===== src/rtl/long_div_pipe_ctl.sv =====
// Radix-4 iterative signed/unsigned divider (DIV/DIVU/REM/REMU) with valid/ready handshakes.
// Magnitudes are divided with a restoring radix-4 loop, and signs are applied in the FIX state.
module long_div_pipe_ctl #(
    parameter int W       = 32,
    parameter bit EARLY_Z = 1'b1
) (
    input  logic         clk_i,
    input  logic         rst_ni,
    input  logic         in_valid_i,
    output logic         in_ready_o,
    input  logic [W-1:0] dividend_i,
    input  logic [W-1:0] divisor_i,
    input  logic         unsign_i,
    input  logic         kill_i,
    output logic         out_valid_o,
    input  logic         out_ready_i,
    output logic [W-1:0] quot_o,
    output logic [W-1:0] remd_o,
    output logic         busy_o
);

    localparam int RW = W + 3;
    localparam int CW = $clog2(W / 2);
    localparam logic [CW-1:0] CNT_INIT = CW'(W / 2 - 1);

    typedef enum logic [1:0] {IDLE, ITER, FIX, DONE} state_e;

    state_e        state_q;
    logic          in_ready_q, out_valid_q, busy_q;
    logic [W-1:0]  quot_q, remd_q;
    logic [RW-1:0] rem_q;
    logic [W-1:0]  dvd_q, dvs_q;
    logic [CW-1:0] cnt_q;
    logic          neg_q_q, neg_r_q;

    logic          dvd_neg_d, dvs_neg_d, div_zero_d, ovf_d;
    logic [W-1:0]  abs_dvd_d, abs_dvs_d, quot_fix_d, remd_fix_d;
    logic [RW-1:0] shifted_d, d1_d, d2_d, sub1_d, sub2_d, sub3_d;
    logic [RW-1:0] csa_sum_d, csa_maj_d, rem_d;
    logic [1:0]    digit_d;

    always_comb begin
        dvd_neg_d  = !unsign_i && dividend_i[W-1];
        dvs_neg_d  = !unsign_i && divisor_i[W-1];
        abs_dvd_d  = dvd_neg_d ? (~dividend_i + W'(1)) : dividend_i;
        abs_dvs_d  = dvs_neg_d ? (~divisor_i + W'(1)) : divisor_i;
        div_zero_d = (divisor_i == '0);
        ovf_d      = !unsign_i && (dividend_i == {1'b1, {(W-1){1'b0}}}) && (divisor_i == '1);

        // rem - 3d is formed as rem + ~d + ~2d + 2 through a 3:2 compressor
        shifted_d  = (rem_q << 2) | RW'(dvd_q[W-1:W-2]);
        d1_d       = {3'b000, dvs_q};
        d2_d       = {2'b00, dvs_q, 1'b0};
        sub1_d     = shifted_d - d1_d;
        sub2_d     = shifted_d - d2_d;
        csa_sum_d  = shifted_d ^ ~d1_d ^ ~d2_d;
        csa_maj_d  = (shifted_d & ~d1_d) | (shifted_d & ~d2_d) | (~d1_d & ~d2_d);
        sub3_d     = csa_sum_d + (csa_maj_d << 1) + RW'(2);

        digit_d = 2'd0;
        rem_d   = shifted_d;
        if (!sub3_d[RW-1]) begin
            digit_d = 2'd3;
            rem_d   = sub3_d;
        end else if (!sub2_d[RW-1]) begin
            digit_d = 2'd2;
            rem_d   = sub2_d;
        end else if (!sub1_d[RW-1]) begin
            digit_d = 2'd1;
            rem_d   = sub1_d;
        end

        quot_fix_d = neg_q_q ? (~dvd_q + W'(1)) : dvd_q;
        remd_fix_d = neg_r_q ? (~rem_q[W-1:0] + W'(1)) : rem_q[W-1:0];
    end

    always_ff @(posedge clk_i) begin
        if (!rst_ni) begin
            state_q     <= IDLE;
            in_ready_q  <= 1'b1;
            out_valid_q <= 1'b0;
            busy_q      <= 1'b0;
            quot_q      <= '0;
            remd_q      <= '0;
            rem_q       <= '0;
            dvd_q       <= '0;
            dvs_q       <= '0;
            cnt_q       <= '0;
            neg_q_q     <= 1'b0;
            neg_r_q     <= 1'b0;
        end else if (kill_i) begin
            state_q     <= IDLE;
            in_ready_q  <= 1'b1;
            out_valid_q <= 1'b0;
            busy_q      <= 1'b0;
        end else begin
            case (state_q)
                IDLE: begin
                    if (in_valid_i && in_ready_q) begin
                        // A zero divisor is never negated, so the quotient stays all ones
                        neg_q_q    <= (dvd_neg_d ^ dvs_neg_d) && !div_zero_d;
                        neg_r_q    <= dvd_neg_d;
                        dvd_q      <= abs_dvd_d;
                        dvs_q      <= abs_dvs_d;
                        rem_q      <= '0;
                        cnt_q      <= CNT_INIT;
                        in_ready_q <= 1'b0;
                        busy_q     <= 1'b1;
                        if (EARLY_Z && (div_zero_d || ovf_d)) begin
                            state_q     <= DONE;
                            out_valid_q <= 1'b1;
                            quot_q      <= div_zero_d ? '1 : dividend_i;
                            remd_q      <= div_zero_d ? dividend_i : '0;
                        end else begin
                            state_q <= ITER;
                        end
                    end
                end
                ITER: begin
                    rem_q <= rem_d;
                    dvd_q <= {dvd_q[W-3:0], digit_d};
                    cnt_q <= cnt_q - CW'(1);
                    if (cnt_q == '0) state_q <= FIX;
                end
                FIX: begin
                    quot_q      <= quot_fix_d;
                    remd_q      <= remd_fix_d;
                    out_valid_q <= 1'b1;
                    state_q     <= DONE;
                end
                DONE: begin
                    if (out_ready_i) begin
                        state_q     <= IDLE;
                        out_valid_q <= 1'b0;
                        busy_q      <= 1'b0;
                        in_ready_q  <= 1'b1;
                    end
                end
                default: state_q <= IDLE;
            endcase
        end
    end

    assign in_ready_o  = in_ready_q;
    assign out_valid_o = out_valid_q;
    assign busy_o      = busy_q;
    assign quot_o      = quot_q;
    assign remd_o      = remd_q;

endmodule

===== config.mk =====
export PLATFORM = sky130hd
export DESIGN_NAME = long_div_pipe_ctl
export DESIGN_NICKNAME = d
export VERILOG_FILES = /design/src/rtl/long_div_pipe_ctl.sv
export SDC_FILE = /design/constraint.sdc
export NUM_CORES = 1
export LEC_CHECK = 0
export CORE_UTILIZATION = 25
export CTS_CLUSTER_DIAMETER = 100
export CTS_CLUSTER_SIZE = 20
export DETAILED_ROUTE_END_ITERATION = 16
export HOLD_SLACK_MARGIN = 0.08
export PLACE_DENSITY = 0.42
export SYNTH_ARGS = -nofsm -noshare
export SYNTH_HDL_FRONTEND = slang
export SYNTH_SLANG_ARGS = --single-unit

===== constraint.sdc =====
create_clock -name clk_i -period 5.3 [get_ports clk_i]
set_input_delay 1.06 -clock clk_i [delete_from_list [all_inputs] [get_ports clk_i]]
set_output_delay 1.06 -clock clk_i [all_outputs]
set_load 0.05 [all_outputs]

# Word-level counts from Yosys, hierarchy flattened
# Index checks and enable logic that the tools add are counted.
# totals
ramBits	0
wordCells	108
inputBits	70
output_inout_bits	67
reg_bits	172
latch_bits	0
memories	0
rom_bits	0
# op_classes
n_addsub	9
div_mod_pow	0
mux	38
eq_ne	9
shifts	0
reduce_logical	23
n_mul	0
n_bitwise	17
order_cmp	0
# ops
op	count
32-bit 2-to-1 mux	11
32-bit case mux with 2 select lines	3
33-bit 2-to-1 mux	4
32-bit by 1-bit adder with 32-bit output, second input constant	4
32-bit NOT	4
34-bit AND	3
35-bit bitwise XOR	2
34-bit bitwise OR	2
33-bit case mux with 2 select lines	1
32-bit equality test, second input constant	2
35-bit by 2-bit adder with 35-bit output, second input constant	1
35-bit adder	1
32-bit NOT with 35-bit output	1
33-bit NOT with 35-bit output	1
35-bit by 2-bit bitwise OR with 35-bit output	1
35-bit by 32-bit subtractor with 35-bit output	1
35-bit by 33-bit subtractor with 35-bit output	1
32-bit logical NOT	1
2-bit 2-to-1 mux	6
3-bit AND reduction	4
2-bit != test, second input constant	4
2-bit case mux with 4 select lines	1
4-bit case mux with 2 select lines	1
4-bit AND reduction	2
other kinds (17)	34

# Longest topological paths before layout
# Gate-level depths: netlist (run 1).
# depth
word_depth	8
ltp_mapped	19
mapped_depth_nobuf	17

# Least setup slack after synthesis (run 1)
# Ideal clock, no wire load.
# synth_path
path_kind	flip-flop to flip-flop
startpoint	reg rem_q[0]
endpoint	reg rem_q[13]
path_buffers	1
stages_incl_launch_ff	18
path_slack_ns	0.948
setup_ns	0.122
required_time_ns	5.178
synth_period_minus_slack_ns	4.352
arrival_time_ns	4.230
cell_sequence	dfxtp_1 -> inv_1 -> fa_1 -> inv_1 -> ha_1 -> ha_1 -> fa_1 -> a211oi_1 -> o31ai_1 -> o2111ai_1 -> nand3_1 -> nand2_1 -> o211ai_1 -> xnor2_1 -> nand2b_1 -> clkbuf_1 -> a211oi_1 -> a221o_1
# synth_via
elab_chain_cells	8
elab_cells_between_ends	15
classes_between	add/sub: 4; mux: 4; bitwise: 7
# synth_lines
item	line_no	rtl
start, declared	31	logic [RW-1:0] rem_q;
start signal, assigned	120	rem_q <= rem_d;
35-bit by 2-bit bitwise OR with 35-bit output *	51	shifted_d = (rem_q << 2) | RW'(dvd_q[W-1:W-2]);
34-bit AND	57	csa_maj_d = (shifted_d & ~d1_d) | (shifted_d & ~d2_d) | (~d1_d & ~d2_d);
34-bit bitwise OR (2 in series)	57	
35-bit adder	58	sub3_d = csa_sum_d + (csa_maj_d << 1) + RW'(2);
35-bit by 2-bit adder with 35-bit output	58	
33-bit 2-to-1 mux *	62	if (!sub3_d[RW-1]) begin
33-bit case mux with 2 select lines *	97	case (state_q)
# Mark *: on every way between the ends. The rest lies on a longest branch, timed or not.
# A chain may end at the register's enable or synchronous reset.

# Worst setup path after layout (run 1)
# layout_path
startpoint	reg rem_q[0]
endpoint	reg rem_q[24]
# Same word-level chain as after synthesis.

==> metrics, run 1 <==
Initial DRC Count 1128; flops & latches, synth 172; Unique masters post-synth 87; commonest non-fill, non-tap cell in the layout nand2_1; Die Wd 258 µm; initial antenna violation count 5; drt first pass iters 7; RSZ-0062 raised after global routing no; GRT overflow 0; setup slack, reg-to-reg 0.36 ns; vias in the first global route 16000; Setup Fix Bufs, Post-CTS 0; Die Ht 258 µm; mapped cell area 0.0164 mm²; port bufs 136; sw frac 43.5%; Hold Buf Count CTS 0; routability cong. 0.889; Max Clock Freq 203 MHz; post-cts sizing count 0; asr flop ratio synth 0%; Slew Viols, Final 0; min setup slack post-route 0.364 ns; headroom to the max-slew limit 29.3%; die area 0.0667 mm²; max cap viols 0; CP endpoint kind flop; internal power 0.00323 W; most frequent cells in the layout nand2_1, nor2_1, a21oi_1; Sum Neg Setup Slack 0 ns; Root Buffer clkbuf_16; top-area cell type share of the netlist area 21.0%; status finished, final reports clean; CTS sink cnt 172; Setup crit start kind flop; WS Path Type reg2reg; Leak 7.59 nW; Post-Syn Area per Cell 7.68 µm²; first-pass GRT wire length 101 mm; sequential power share 25.2%; Gate power share 50.0%; layout cells sized above 1 6.18%; via density per instance 5.27; routed wire length 66.9 mm; # setup viols final 0; clock buffer depth 2; pwr dens 293 mW/mm²; Core Util, Final 30.2%; final instance area 0.0195 mm²; CTS H-tree lvls 4; worst-margin pin slew 1.06 ns; min cycle time layout 4.94 ns; DP Wirelength 52.8 mm; Post-Syn Instances 2136; Mapped Nets 2381; Clock Skew 0.0107 ns; Tot GR Track Use 19.9%; min-delay worst type reg2reg; Initial Util 25.4%; Peak supply drop 0.000189 V; Final ANT Viol Nets 0; hold slack 0.456 ns; WP data required 5.69 ns; Hold Violations, Final 0; clk_lat worst skew 0.47 ns; Worst EP arrival 5.32 ns; Placement Setup Slack 0.293 ns; Switch Pwr 0.00249 W; post-DR wirelength/cell 21.5 µm; Max Fanout on Critical Path 8; top post-synthesis cells by area dfxtp_1, ha_1, xnor2_1; DR vias 16400; placed inst area 0.0189 mm²; area grow syn2layout 19.1%; DRC 0; CTS Buf Count 17; CTS tree built; Post-synth EDFFs 0; Worst-path clk slew 0.08 ns; fillcell total 7050; ys flop type dfxtp_1; area leader, netlist dfxtp_1; nets 2483; core area 0.0647 mm²; warning count from the yosys run 0; post-synthesis sequential area ratio 21.0%; largest net degree at the start of global routing 85; row cnt 93; Tcrit/Tclk final 93.1%; I/O Pins 137; clock power share 24.8%
-- per-layer routing --
metal | wire (µm) | share of wire (%) | up-vias | GRT usage, %
li1 | - | - | 7975 | -
met1 | 31900 | 48 | 7925 | 27.1
met2 | 30900 | 46 | 403 | 33.0
met3 | 2810 | 4.2 | 74 | 2.27
met4 | 1210 | 1.8 | 8 | 4.98
met5 | 59 | 0.088 | - | 0
-- metrics by stage --
| stage | power (W) | instances |
|---|---|---|
| floorplan | 0.00344 | 2136 |
| global placement | 0.00430 | 3074 |
| detailed placement | 0.00429 | 3074 |
| CTS | 0.00573 | 3106 |
| global route | 0.00608 | 3106 |
| finish | 0.00572 | 3107 |
-- path summary, 6_finish.rpt --
path | startpoint | to | cells after the start
max reg2reg | rem_q[0] | rem_q[24] | 17
min reg2reg | quot_o[12] | quot_o[12] | 2
max | rem_q[0] | rem_q[24] | 17
min | quot_o[12] | quot_o[12] | 2
-- power groups by stage --
| stage | combinational, W | sequential [W] | clock (W) |
|---|---|---|---|
| 2_1_floorplan | 0.00194 | 0.00149 | 0 |
| 3_3_place_gp | 0.00283 | 0.00147 | 0 |
| 3_5_place_dp | 0.00282 | 0.00147 | 0 |
| 4_1_cts | 0.00284 | 0.00144 | 0.00145 |
| 5_1_grt | 0.00313 | 0.00145 | 0.00150 |
| 6_report | 0.00286 | 0.00144 | 0.00142 |
-- kinds of logic after synthesis --
| group | share of synthesized area, % |
|---|---|
| AO/OA/AOI/OAI | 28.7 |
| XOR/XNOR | 10.7 |
| flip-flops | 21.0 |
| multiplexers | 0.808 |
| buffers and inverters | 6.38 |
| AND/OR/NAND/NOR | 17.6 |
| adder cells (fa/ha/maj) | 14.9 |
-- layout make-up --
class | count | area (µm²) | share of cell area (%)
diodes | 1 | 2.50 | 0.0128
multi-input cells | 1694 | 12000 | 61.3
well taps | 855 | 1070 | 5.47
repair buffers | 192 | 1820 | 9.31
flip-flops and latches | 172 | 3440 | 17.6
clock inverters | 14 | 183 | 0.935
clock buffers | 18 | 439 | 2.25
inverters | 161 | 606 | 3.10
-- cells in the mapped netlist (7+ instances only) --
cell type,count
o21ai_0,107
a21o_1,28
dfxtp_1,172
a22oi_1,18
nor2b_1,10
o211a_1,7
nand2b_1,20
o31ai_1,34
a211oi_1,46
nand3b_1,8
buf_2,15
or3_1,16
nor2_1,193
a222oi_1,28
o21a_1,12
inv_1,160
nand4_1,20
and3_1,15
clkbuf_1,87
a21oi_1,176
a221o_1,8
fa_1,34
xnor2_1,122
o41ai_1,13
o311ai_1,11
o21bai_1,10
xor2_1,76
nor4_1,13
ha_1,141
nand2_1,191
a221oi_1,26
nand3_1,32
or4_1,8
o211ai_1,25
mux2i_1,11
and2_1,7
nor3_1,43
a311oi_1,12
a31oi_1,24
o21ai_1,51
-- state kept, by name, summed over array words and instances, names as in the netlist --
| name | cells |
|---|---|
| quot_o | 32 |
| dvd_q | 32 |
| neg_q_q | 1 |
| cnt_q | 4 |
| out_valid_o | 1 |
| in_ready_o | 1 |
| remd_o | 32 |
| dvs_q | 32 |
| rem_q | 33 |
| neg_r_q | 1 |
| state_q | 2 |
| busy_o | 1 |
-- worst max-delay path: stages (launching register included) --
cell and delay (ns):
dfxtp_1 0.48, inv_1 0.16, fa_1 0.55, inv_1 0.04, ha_1 0.28, ha_1 0.28, fa_1 0.46, a211oi_1 0.26
o31ai_1 0.16, o2111ai_1 0.37, nand3_1 0.20, nand2_1 0.11, o211ai_1 0.11, xnor2_1 0.24, buf_4 0.23, nor2_1 0.40
nand2_1 0.27, o211ai_1 0.26
No activity file was read; power rests on OpenSTA's default activity.
==> inputs of run 2 (changes only) <==
--- a/config.mk
+++ b/config.mk
@@ -7,7 +7,6 @@
 export LEC_CHECK = 0
 export CORE_UTILIZATION = 25
 export CTS_CLUSTER_DIAMETER = 100
-export CTS_CLUSTER_SIZE = 20
 export DETAILED_ROUTE_END_ITERATION = 16
 export HOLD_SLACK_MARGIN = 0.08
 export PLACE_DENSITY = 0.42
==> constraint.sdc (replaced) <==
create_clock -name clk_i -period 6 [get_ports clk_i]
set_input_delay 1.2 -clock clk_i [delete_from_list [all_inputs] [get_ports clk_i]]
set_output_delay 1.2 -clock clk_i [all_outputs]
set_load 0.05 [all_outputs]
==> run 2 against run 1 <==
  * Cell count down 0.55%
  * Via count up 0.43%
  * Worst hold slack better by 0.0033 ns
  * Largest cell class unchanged
  * Final area down 0.57%
  * Non-clock buffer count down 16
  * Clock power down 11%
  * Sequential power down 11%
  * Sequential share of layout area up 0.10 points
==> metrics, run 2 (same netlist as run 1, synthesis figures left out) <==
CTS Buf Count 17 (unchanged); Initial DRC Count 1310 (+16%); Max Fanout on Critical Path 24 (+16); Clock Skew 0.0143 ns (+0.00363 ns); pwr dens 260 mW/mm² (-11%); first-pass GRT wire length 101 mm (about the same); Cell Count, Final, Fillers Out 3090 (-0.55%); CTS sink cnt 172 (unchanged); Core Util, Final 30.0% (-0.17 points); Post-Place Cells 3058 (-0.52%); area grow syn2layout 18.4%; post-cts sizing count 0 (unchanged); Worst-path clk slew 0.08 ns (about the same); Top Usage Layer GRT met2; global routing usage on met2 32.7% (-0.39 points); routability cong. 0.915 (+2.9%); DR vias 16500 (+0.43%); CTS tree built; Hold Buf Count CTS 0 (unchanged); Final ANT Viol Nets 0 (unchanged); routed wire length 66.3 mm (-0.78%); Worst EP arrival 5.27 ns (-0.05 ns); Die Wd 258 µm (unchanged); die area 0.0667 mm² (unchanged); Hold Path Origin quot_o[12]; worst-margin pin slew 1.23 ns (+0.174 ns); drt first pass iters 6 (-1); layout cells sized above 1 5.50% (-0.67 points); WP data required 6.37 ns (+0.68 ns); min-delay worst type reg2reg; initial antenna violation count 1 (-4); post-DR wirelength/cell 21.5 µm (-0.23%); Tot GR Track Use 19.7% (-0.13 points); clk_lat worst skew 0.48 ns (about the same); headroom to the max-slew limit 17.8% (-12 points); commonest non-fill, non-tap cell in the layout nand2_1; core area 0.0647 mm² (unchanged); RSZ-0062 raised after global routing no; reg-to-reg startpoint rem_q[0]; Setup crit start kind flop; Peak supply drop 0.000181 V (-4.6%); port bufs 136 (unchanged); Root Buffer clkbuf_16; CP endpoint kind flop; Setup Fix Bufs, Post-CTS 0 (unchanged); row cnt 93 (unchanged); largest net degree at the start of global routing 66 (-22%); CTS H-tree lvls 4 (unchanged); # setup viols final 0 (unchanged); nets 2467 (-0.64%); clock buffer depth 2 (unchanged); start point of the critical path rem_q[0]; status finished, final reports clean; Die Ht 258 µm (unchanged); WS Path Type reg2reg; min cycle time layout 4.91 ns (-0.0304 ns); Leak 7.50 nW (-1.2%); Slew Viols, Final 0 (unchanged); Antenna diodes 0 (-1); Sum Neg Setup Slack 0 ns (unchanged); DP Wirelength 52.1 mm (-1.2%); max cap viols 0 (unchanged); vias in the first global route 16200 (+1.1%); max FFs per register 33 (unchanged); Initial Util 25.4% (unchanged); Tcrit/Tclk final 81.8% (-11 points); DRC 0 (unchanged); via density per instance 5.33 (+0.98%); GRT overflow 0 (unchanged); most frequent cells in the layout nand2_1, nor2_1, a21oi_1; global routing usage on met3 2.20% (-0.068 points); Max Clock Freq 204 MHz (+0.62%); Biggest register rem_q; I/O Pins 137 (unchanged); met1 Usage GRT 27.0% (-0.12 points); Hold Violations, Final 0 (unchanged)
run 2: through the flow:
| stage | area [µm²] | setup WS [ns] | hold slack, ns | power (W) |
|---|---|---|---|---|
| 4_1_cts | 19400 | 1.08 | 0.462 | 0.00506 |
| 5_1_grt | 19400 | 0.841 | 0.474 | 0.00537 |
| 2_1_floorplan | 16400 | 1.65 | 0.449 | 0.00303 |
| 3_5_place_dp | 18800 | 0.988 | 0.450 | 0.00378 |
| 6_report | 19400 | 1.09 | 0.459 | 0.00505 |
| 3_3_place_gp | 18800 | 1.05 | 0.443 | 0.00378 |
run 2: worst max-delay path, cell delays in order, from the launching register on:
cell and delay [ns]:
dfxtp_1 0.50, inv_1 0.15, fa_1 0.55, inv_1 0.04, ha_1 0.28, ha_1 0.26
fa_1 0.46, a211oi_1 0.26, o31ai_1 0.18, o2111ai_1 0.38, nand3_1 0.17, nand2_1 0.11
o211ai_1 0.12, xnor2_1 0.43, nand2b_1 0.17, buf_4 0.34, a211oi_1 0.09, a221o_1 0.29
run 2: cell type report:
cell class              instances  area, µm²
repair buffers                176       1700
well taps                     855       1070
fillers                      7035      45300
flip-flops and latches        172       3440
multi-input cells            1694      12000
inverters                     161        606
clock buffers                  17        425
clock inverters                15        203
run 2: final timing paths:
kind / endpoint / slack, ns / cells after the start
min reg2reg: quot_o[12] / 0.46 / 2
max: rem_q[32] / 1.09 / 17
max reg2reg: rem_q[32] / 1.09 / 17
min: quot_o[12] / 0.46 / 2
run 2: layer usage:
| layer | wire length, µm | share of wire [%] | up-vias |
|---|---|---|---|
| met5 | 11 | 0.017 | - |
| met4 | 1200 | 1.8 | 2 |
| met3 | 3110 | 4.7 | 64 |
| met2 | 31000 | 47 | 478 |
| met1 | 31100 | 47 | 7968 |
| li1 | - | - | 7943 |
run 2: power by group:
| part | switching [W] | internal (W) | total, W | leakage (nW) |
|---|---|---|---|---|
| combinational | 0.00153 | 0.000973 | 0.00250 | 5.80 |
| sequential | 0.0000891 | 0.00119 | 0.00128 | 1.40 |
| clock | 0.000591 | 0.000674 | 0.00127 | 0.303 |
